**src/rtl/sobel_pkg.sv**
```systemverilog
// sobel_pkg: shared definitions for the Sobel frame sequencer.
//   - one-hot FSM state encodings (S_IDLE .. S_ABORT)
//   - default sync header bytes
//   - clog2 helper used to size column, row and timeout counters
package sobel_pkg;

   localparam int NUM_ST = 5;

   // One-hot state encodings; each state owns exactly one bit.
   localparam logic [NUM_ST-1:0] S_IDLE  = 5'b00001;
   localparam logic [NUM_ST-1:0] S_HDR   = 5'b00010;
   localparam logic [NUM_ST-1:0] S_DATA  = 5'b00100;
   localparam logic [NUM_ST-1:0] S_DONE  = 5'b01000;
   localparam logic [NUM_ST-1:0] S_ABORT = 5'b10000;

   localparam logic [7:0] HDR0_DEF = 8'hAA;
   localparam logic [7:0] HDR1_DEF = 8'h55;

   // Ceiling log2, never below 1 so that every counter has at least one bit.
   function automatic int clog2(input int v);
      int r;
      int x;
      r = 0;
      x = v - 1;
      while (x > 0) begin
         r++;
         x = x >>> 1;
      end
      if (r < 1) r = 1;
      return r;
   endfunction

endpackage

```
**src/rtl/sobel_pix_cnt.sv**
```systemverilog
// sobel_pix_cnt: column/row position counter for one frame.
//   clk    in   system clock
//   rst_n  in   synchronous active-low reset
//   clr    in   zero both counters (frame start)
//   en     in   advance one pixel position
//   col    out  current column, 0..COLS-1
//   row    out  current row, 0..ROWS-1
//   sof    out  current position is (0,0)
//   eof    out  current position is (ROWS-1,COLS-1), i.e. last pixel
module sobel_pix_cnt
   import sobel_pkg::*;
#(
   parameter int COLS = 100,
   parameter int ROWS = 100
) (
   input  logic                     clk,
   input  logic                     rst_n,
   input  logic                     clr,
   input  logic                     en,
   output logic [clog2(COLS)-1:0]   col,
   output logic [clog2(ROWS)-1:0]   row,
   output logic                     sof,
   output logic                     eof
);

   localparam int CW = clog2(COLS);
   localparam int RW = clog2(ROWS);

   logic col_end;
   logic row_end;

   assign col_end = (col == CW'(COLS - 1));
   assign row_end = (row == RW'(ROWS - 1));
   assign sof     = (col == '0) && (row == '0);
   assign eof     = col_end && row_end;

   // Raster-order advance; the last pixel wraps both counters back to (0,0).
   always_ff @(posedge clk) begin
      if (!rst_n || clr) begin
         col <= '0;
         row <= '0;
      end else if (en) begin
         if (col_end) begin
            col <= '0;
            row <= row_end ? '0 : row + 1'b1;
         end else begin
            col <= col + 1'b1;
         end
      end
   end

endmodule

```
**src/rtl/sobel_frame_seq.sv**
```systemverilog
// sobel_frame_seq: frames the uart_rx byte stream for sobel_ctrl.
// Hunts for the HDR0,HDR1 sync pair, then forwards COLS*ROWS pixel bytes
// tagged with column/row and start/end-of-frame. An inter-byte gap of
// TIMEOUT cycles in DATA aborts the frame (clr pulse, err_cnt++); in HDR
// it silently returns to the hunt.
//   clk         in   system clock (s_clk)
//   rst_n       in   synchronous active-low reset
//   pi_flag     in   byte strobe from uart_rx
//   pi_data     in   received byte
//   po_flag     out  pixel strobe, one cycle after the accepting pi_flag
//   po_data     out  pixel byte
//   po_col      out  pixel column
//   po_row      out  pixel row
//   po_sof      out  with po_flag of pixel (0,0)
//   po_eof      out  with po_flag of pixel (ROWS-1,COLS-1)
//   clr         out  line-buffer flush pulse (frame start or abort)
//   busy        out  in HDR or DATA
//   frame_done  out  pulse after a complete frame
//   err_cnt     out  saturating aborted-frame count
module sobel_frame_seq
   import sobel_pkg::*;
#(
   parameter int         COLS    = 100,
   parameter int         ROWS    = 100,
   parameter logic [7:0] HDR0    = HDR0_DEF,
   parameter logic [7:0] HDR1    = HDR1_DEF,
   parameter int         TIMEOUT = 500000,
   parameter int         ERR_W   = 8
) (
   input  logic                     clk,
   input  logic                     rst_n,
   input  logic                     pi_flag,
   input  logic [7:0]               pi_data,
   output logic                     po_flag,
   output logic [7:0]               po_data,
   output logic [clog2(COLS)-1:0]   po_col,
   output logic [clog2(ROWS)-1:0]   po_row,
   output logic                     po_sof,
   output logic                     po_eof,
   output logic                     clr,
   output logic                     busy,
   output logic                     frame_done,
   output logic [ERR_W-1:0]         err_cnt
);

   localparam int CW = clog2(COLS);
   localparam int RW = clog2(ROWS);
   localparam int TW = clog2(TIMEOUT);

   logic [NUM_ST-1:0] state;
   logic [NUM_ST-1:0] state_nx;

   logic [TW-1:0] tmo;
   logic          tmo_hit;
   logic          active;

   logic [CW-1:0] cnt_col;
   logic [RW-1:0] cnt_row;
   logic          cnt_sof;
   logic          cnt_eof;

   // Output-comb decodes, registered below.
   logic          lock;
   logic          pix_en;
   logic          clr_d;
   logic          done_d;

   assign active  = (state == S_HDR) || (state == S_DATA);
   assign tmo_hit = (tmo == TW'(TIMEOUT - 1));

   sobel_pix_cnt #(
      .COLS (COLS),
      .ROWS (ROWS)
   ) u_pix_cnt (
      .clk   (clk),
      .rst_n (rst_n),
      .clr   (lock),
      .en    (pix_en),
      .col   (cnt_col),
      .row   (cnt_row),
      .sof   (cnt_sof),
      .eof   (cnt_eof)
   );

   // ---------------------------------------------------------------- state reg
   always_ff @(posedge clk) begin
      if (!rst_n) state <= S_IDLE;
      else        state <= state_nx;
   end

   // ---------------------------------------------------------------- next state
   // A byte always beats the terminal count: pi_flag is tested first.
   always_comb begin
      state_nx = state;
      case (state)
         S_IDLE: begin
            if (pi_flag && (pi_data == HDR0)) state_nx = S_HDR;
         end
         S_HDR: begin
            if (pi_flag) begin
               if (pi_data == HDR1)      state_nx = S_DATA;
               else if (pi_data == HDR0) state_nx = S_HDR;   // repeated sync byte
               else                      state_nx = S_IDLE;
            end else if (tmo_hit) begin
               state_nx = S_IDLE;
            end
         end
         S_DATA: begin
            if (pi_flag) begin
               if (cnt_eof) state_nx = S_DONE;
            end else if (tmo_hit) begin
               state_nx = S_ABORT;
            end
         end
         S_DONE:  state_nx = S_IDLE;
         S_ABORT: state_nx = S_IDLE;
         default: state_nx = S_IDLE;
      endcase
   end

   // ---------------------------------------------------------------- outputs
   always_comb begin
      lock   = (state == S_HDR) && pi_flag && (pi_data == HDR1);
      pix_en = (state == S_DATA) && pi_flag;
      clr_d  = lock || (state == S_ABORT);
      done_d = (state == S_DONE);
      busy   = active;
   end

   // Pulse outputs are registered so they land one cycle after their cause.
   // Pixel tags are captured from the counter before it advances.
   always_ff @(posedge clk) begin
      if (!rst_n) begin
         po_flag    <= 1'b0;
         po_data    <= '0;
         po_col     <= '0;
         po_row     <= '0;
         po_sof     <= 1'b0;
         po_eof     <= 1'b0;
         clr        <= 1'b0;
         frame_done <= 1'b0;
         err_cnt    <= '0;
      end else begin
         po_flag    <= pix_en;
         po_sof     <= pix_en && cnt_sof;
         po_eof     <= pix_en && cnt_eof;
         clr        <= clr_d;
         frame_done <= done_d;
         if (pix_en) begin
            po_data <= pi_data;
            po_col  <= cnt_col;
            po_row  <= cnt_row;
         end
         if ((state == S_ABORT) && (err_cnt != '1)) err_cnt <= err_cnt + 1'b1;
      end
   end

   // ---------------------------------------------------------------- timeout
   // Idle-gap counter: cleared by every byte and every state change, and held
   // at zero outside HDR/DATA. It never passes TIMEOUT-1 since reaching it
   // without a byte forces a state change.
   always_ff @(posedge clk) begin
      if (!rst_n)                                      tmo <= '0;
      else if (pi_flag || (state_nx != state) || !active) tmo <= '0;
      else                                             tmo <= tmo + 1'b1;
   end

endmodule

```
**config.mk**
```make
export PLATFORM = sky130hd
export DESIGN_NAME = sobel_frame_seq
export DESIGN_NICKNAME = d
export VERILOG_FILES = /design/src/rtl/sobel_pkg.sv /design/src/rtl/sobel_pix_cnt.sv /design/src/rtl/sobel_frame_seq.sv
export SDC_FILE = /design/constraint.sdc
export NUM_CORES = 1
export LEC_CHECK = 0
export ABC_AREA = 1
export CAP_MARGIN = 20
export CORE_UTILIZATION = 35
export CTS_CLUSTER_SIZE = 20
export DETAILED_ROUTE_END_ITERATION = 8
export PLACE_DENSITY = 0.55
export REMOVE_ABC_BUFFERS = 1
export SYNTH_ARGS = -nofsm -noshare
export SYNTH_HDL_FRONTEND = slang
export SYNTH_HIERARCHICAL = 1
export SYNTH_SLANG_ARGS = --single-unit
```
**constraint.sdc**
```tcl
create_clock -name clk -period 5.7 [get_ports clk]
set_input_delay 0.57 -clock clk [delete_from_list [all_inputs] [get_ports clk]]
set_output_delay 0.57 -clock clk [all_outputs]
set_load 0.1 [all_outputs]
```
### After elaboration in Yosys (flattened, before gate mapping)

Index checks and enable logic that the tools add are counted.

* input port bits: 11
* logic and storage cells: 61
* output and inout port bits: 36
* register bits: 73

* reductions and logical operators: 20
* add/subtract/negate cells: 4
* equal/unequal tests: 12
* muxes and demuxes: 11
* bitwise logic cells: 1

Operators by type and width (number)
* two-way mux 5 bit: 6
* adder 19 x 1 -> 19 bit (second input constant): 1
* == test 19 bit (second input constant): 1
* case mux 5 bit (3 select lines): 1
* adder 7 x 1 -> 7 bit (second input constant): 2
* == test 7 bit (second input constant): 2
* zero test 7 bit: 2
* two-way mux 7 bit: 2
* logical AND 1 bit: 9
* adder 8 x 1 -> 8 bit (second input constant): 1
* == test 8 x 7 -> 1 bit (second input constant): 1
* == test 8 bit (second input constant): 1
* inequality test 8 bit (second input constant): 1
* == test 5 x 1 -> 1 bit (second input constant): 1
* == test 5 x 2 -> 1 bit (second input constant): 1
* == test 5 x 3 -> 1 bit (second input constant): 1
* == test 5 x 4 -> 1 bit (second input constant): 1
* == test 5 bit (second input constant): 1
* logical OR 1 bit: 5
* inequality test 5 bit: 1
* two-way mux 3 bit: 1
* zero test 1 bit: 2
* two-way mux 2 bit: 1
* AND reduction 2 bit: 1
* 2 further kinds: 2

### Longest topological paths before layout

* word-level depth: 9
* depth in mapped cells: 13
* mapped depth without buffers: 11

### Cells and area by module

The synthesis kept the hierarchy.

By module, submodules not included
* sobel_frame_seq: cells an instance 356, instances 1, area each 2683.8 µm², seq. area each 1181.1 µm²
* sobel_pix_cnt: cells an instance 122, instances 1, area each 839.6 µm², seq. area each 280.3 µm²

### Worst setup path before layout

OpenSTA, ideal clock, no wires.

* path type: register to register
* start point: register err_cnt[3]
* end point: register err_cnt[4]
* setup slack: 3.569 ns
* buffers on the path: 0
* data required time: 5.639 ns
* library setup time: 0.061 ns
* stages on the path, launching flop included: 10
* arrival time: 2.070 ns
* period minus slack after synthesis: 2.131 ns
* cells stage by stage: dfxtp_1 -> nand2_1 -> nor2_1 -> nand4_1 -> nand2_1 -> inv_1 -> nand2_1 -> nor2_1 -> a21oi_1 -> o21a_1

* word-level cells in the longest chain between the ends: 2
* elaborated cells on any way between the ends: 3
* classes of those cells: add/sub (1); eq/ne (1); reduce/logical (1)

RTL lines
* start, declared: line sobel_frame_seq.sv:43 `output logic [ERR_W-1:0] err_cnt`
* start signal, assigned: line sobel_frame_seq.sv:154 `if ((state == S_ABORT) && (err_cnt != '1)) err_cnt <= err_cnt + 1'b1;`
* parallel branches: the longest is 2 deep, another holds adder 8 x 1 -> 8 bit

Parallel ways; which one is timed is not known.
A chain may end at the register's enable or synchronous reset.

### Worst setup path after layout

* start point: register state[0]
* end point: output busy

* word-level cells in the longest chain between the ends: 2
* elaborated cells on any way between the ends: 3
* classes of those cells: eq/ne (2); reduce/logical (1)

RTL lines
* start, declared: line sobel_frame_seq.sv:50 `logic [NUM_ST-1:0] state;`
* start signal, assigned: line sobel_frame_seq.sv:88 `else state <= state_nx;`
* == test 5 x 2 -> 1 bit / == test 5 x 3 -> 1 bit (equally long branches): line sobel_frame_seq.sv:68 `assign active = (state == S_HDR) || (state == S_DATA);`
* logical OR 1 bit *: line sobel_frame_seq.sv:68
* end, declared: line sobel_frame_seq.sv:41 `output logic busy,`

Mark *: on every way between the ends. The rest lies on a longest branch, timed or not.

==> metrics.cfg <==
[worst_setup_path]
crit_family=buffers and inverters
critPathRequiredTime_ns=5.13
setup.worst_path.class=register to output pin
rrSetupSlack_ns=3.52
cp-start-kind=register
rr_worst_depth=11
timing.rr.start=u_pix_cnt/row[1]$_SDFFE_PP0P_
setup.worst_path.end_class=output pin
r2r_end=tmo[9]$_SDFF_PP0_
crit_arrival_ns=2.42
worstPathMaxFanout=4
crit_chain=nor2_1, nand4_1, nand2_1, clkdlybuf4s50_1
cp_slowest_cell=clkdlybuf4s50_1
cpPeakStageDelay_ns=1.14
critPathBufInv=1

[grt]
first_global_vias=2772
grt_max_degree=39
grt_remaining_overflow=0
grt_usage=0.157
grt_pass1_wl_um=12900
grtUsageMet2=0.236
met1_usage=0.217
antenna_found_initial=0
met3_usage=0.0301
top_usage_layer=met2

[place]
dp_hpwl_um=5540
gp_congestion=0.769
port_buffers=46

[floorplan]
fp.coreArea_um2=9770
die_w_um=102
rows=36
die_h_um=102
dieArea_um2=10500
ioPinCount=47
start_util=0.360

[logic_synthesis]
syn_avg_cell_area_um2=7.37
syn_area_um2=3520
synth.top_cells.by_area=dfxtp_1, nor2_1, nand2_1
yosys.area.top_type_share=0.415
syn_inst=478
synth_top_area_cell=dfxtp_1
yosys_warnings=6
synth.distinct_cells=38
seq_area_frac_synth=0.415
ys.flop_type=dfxtp_1
synth-seq-cells=73
synth-edff-count=0
async_flop_share=0

[detailed_routing]
drtAntennaViolNets=0
drc=0
wire_per_inst_um=11.7
dr.pass1.iters=4
via_count=3097
drt_iter0_markers=169
drt-total-wl_um=7740
vias_per_cell=4.68

[clocking]
cts.repair.resized=0
cts_tree=yes
htreeDepth=3
numCtsBuffers=9
cts_hold_buf=0
clk_latency_ns=0.35
root_buffer=clkbuf_8
path_clk_slew_ns=0.08
post_cts_buffers=0
cts_buffer_depth=2
clock_sinks=73

[run]
cap_violations=0

[timing]
maxSlewViolCount=0
slew_headroom=0.339
tightestPinTransition_ns=0.988
finalSetupViolations=0
setup_tns_ns=0
fmax_mhz=335
fin_crit_sh=0.524
min_period_ns=2.99
hold_viol_final=0
holdWs_ns=0.461
rsz0062_at_grt=false
skew_ns=0.0123

[final_layout]
n_antenna_cell=0
drive_gt1_frac=0.104
area_delta_synth_final_pct=22.5
utilization=0.442
final_net_count=541

[min_path]
min_from=state[4]$_SDFF_PN0_
min_to=frame_done$_SDFF_PN0_
hold_path_class=register to register
holdPathStages=1

[power_and_ir_drop]
ir_drop_uv=98.5
leakage_nw=1.57
p_per_area_nw_per_um2=230

[status]
status=finished clean

[routing by layer]
layer | part of all wire | routed length [µm]
met2 | 0.41 | 3160
met3 | 0.047 | 366
met4 | 0.013 | 97
met5 | 0 | 0
met1 | 0.53 | 4120
[worst max-delay path by stage]
stage                                    from                       to  slack [ns]  cells past startpoint
final                     state[0]$_SDFF_PN1_                     busy        2.71                      4
after global routing      state[0]$_SDFF_PN1_                     busy        2.60                      4
after CTS                 state[0]$_SDFF_PN1_                     busy        2.70                      4
after detailed placement              pi_flag   po_col[6]$_SDFFE_PN0P_        3.02                      7
after global placement                pi_flag  po_data[0]$_SDFFE_PN0P_        3.07                      7
after floorplan                       pi_flag      state[3]$_SDFF_PN0_        3.03                      4
[sequential cells by signal (all words and copies together), names as in the netlist]
name           cells
u_pix_cnt/col      7
po_eof             1
po_col             7
po_row             7
state              5
clr                1
err_cnt            8
po_data            8
tmo               19
po_sof             1
po_flag            1
u_pix_cnt/row      7
frame_done         1
[cells by family (layout without fill, tap and decap cells)]
family / after synthesis / after routing / synth area share
xor gates and xnor gates: 21 / 21 / 0.0522
DFF: 73 / 73 / 0.415
adders and majority gates: 6 / 6 / 0.0213
buffers and inverters: 70 / 121 / 0.0842
AOI/OAI and AO/OA: 62 / 62 / 0.0952
and+or+nand+nor: 246 / 246 / 0.332
[report_power, final]
group	leakage (nW)	switching (mW)	internal [mW]
Clock	0.109	0.189	0.271
Sequential	0.588	0.0000332	0.510
Combinational	0.878	0.0145	0.00962
[cell usage after synthesis, types with 2 or more instances]
library cell and count:
nand3_1 20, inv_1 53, o21a_1 2, nor3_1 12
nor4_1 3, xor2_1 12, buf_4 2, nand4_1 19
inv_2 4, a211oi_1 2, nor2_1 90, ha_1 6
nand2_1 67, nor2_2 17, o21ai_0 29, xnor2_1 9
nor3_2 2, nor3b_1 2, a21oi_1 23, dfxtp_1 73
nand3_2 7, buf_2 2, clkbuf_1 7
[cell type report]
type / instances / area (µm²)
tap: 133 / 166
fill: 1008 / 5460
clock buffer: 12 / 155
sequential: 73 / 1460
clock inverter: 4 / 75.1
multi-input combinational: 335 / 1770
timing repair buffer: 48 / 475
inverter: 57 / 214
[through the flow]
stage | total power [mW] | setup slack (ns) | cell area, µm² | std cells
after floorplan | 0.530 | 3.03 | 3440 | 465
after global placement | 0.546 | 3.07 | 4090 | 646
after detailed placement | 0.546 | 3.02 | 4090 | 646
after CTS | 1.01 | 2.70 | 4320 | 662
after global routing | 1.03 | 2.60 | 4320 | 662
final | 0.993 | 2.71 | 4320 | 662
[cells in the final DEF (no fill, tap or decap), types with 3 or more instances in the layout]
cell type        instances
a21oi_1                 23
clkbuf_8                11
clkdlybuf4s50_1         46
dfxtp_1                 73
ha_1                     6
inv_1                   53
inv_2                    4
nand2_1                 67
nand3_1                 20
nand3_2                  7
nand4_1                 19
nor2_1                  89
nor2_2                  18
nor3_1                  12
nor4_1                   3
o21ai_0                 29
xnor2_1                  9
xor2_1                  12
Power figures use the tool's default switching activity.
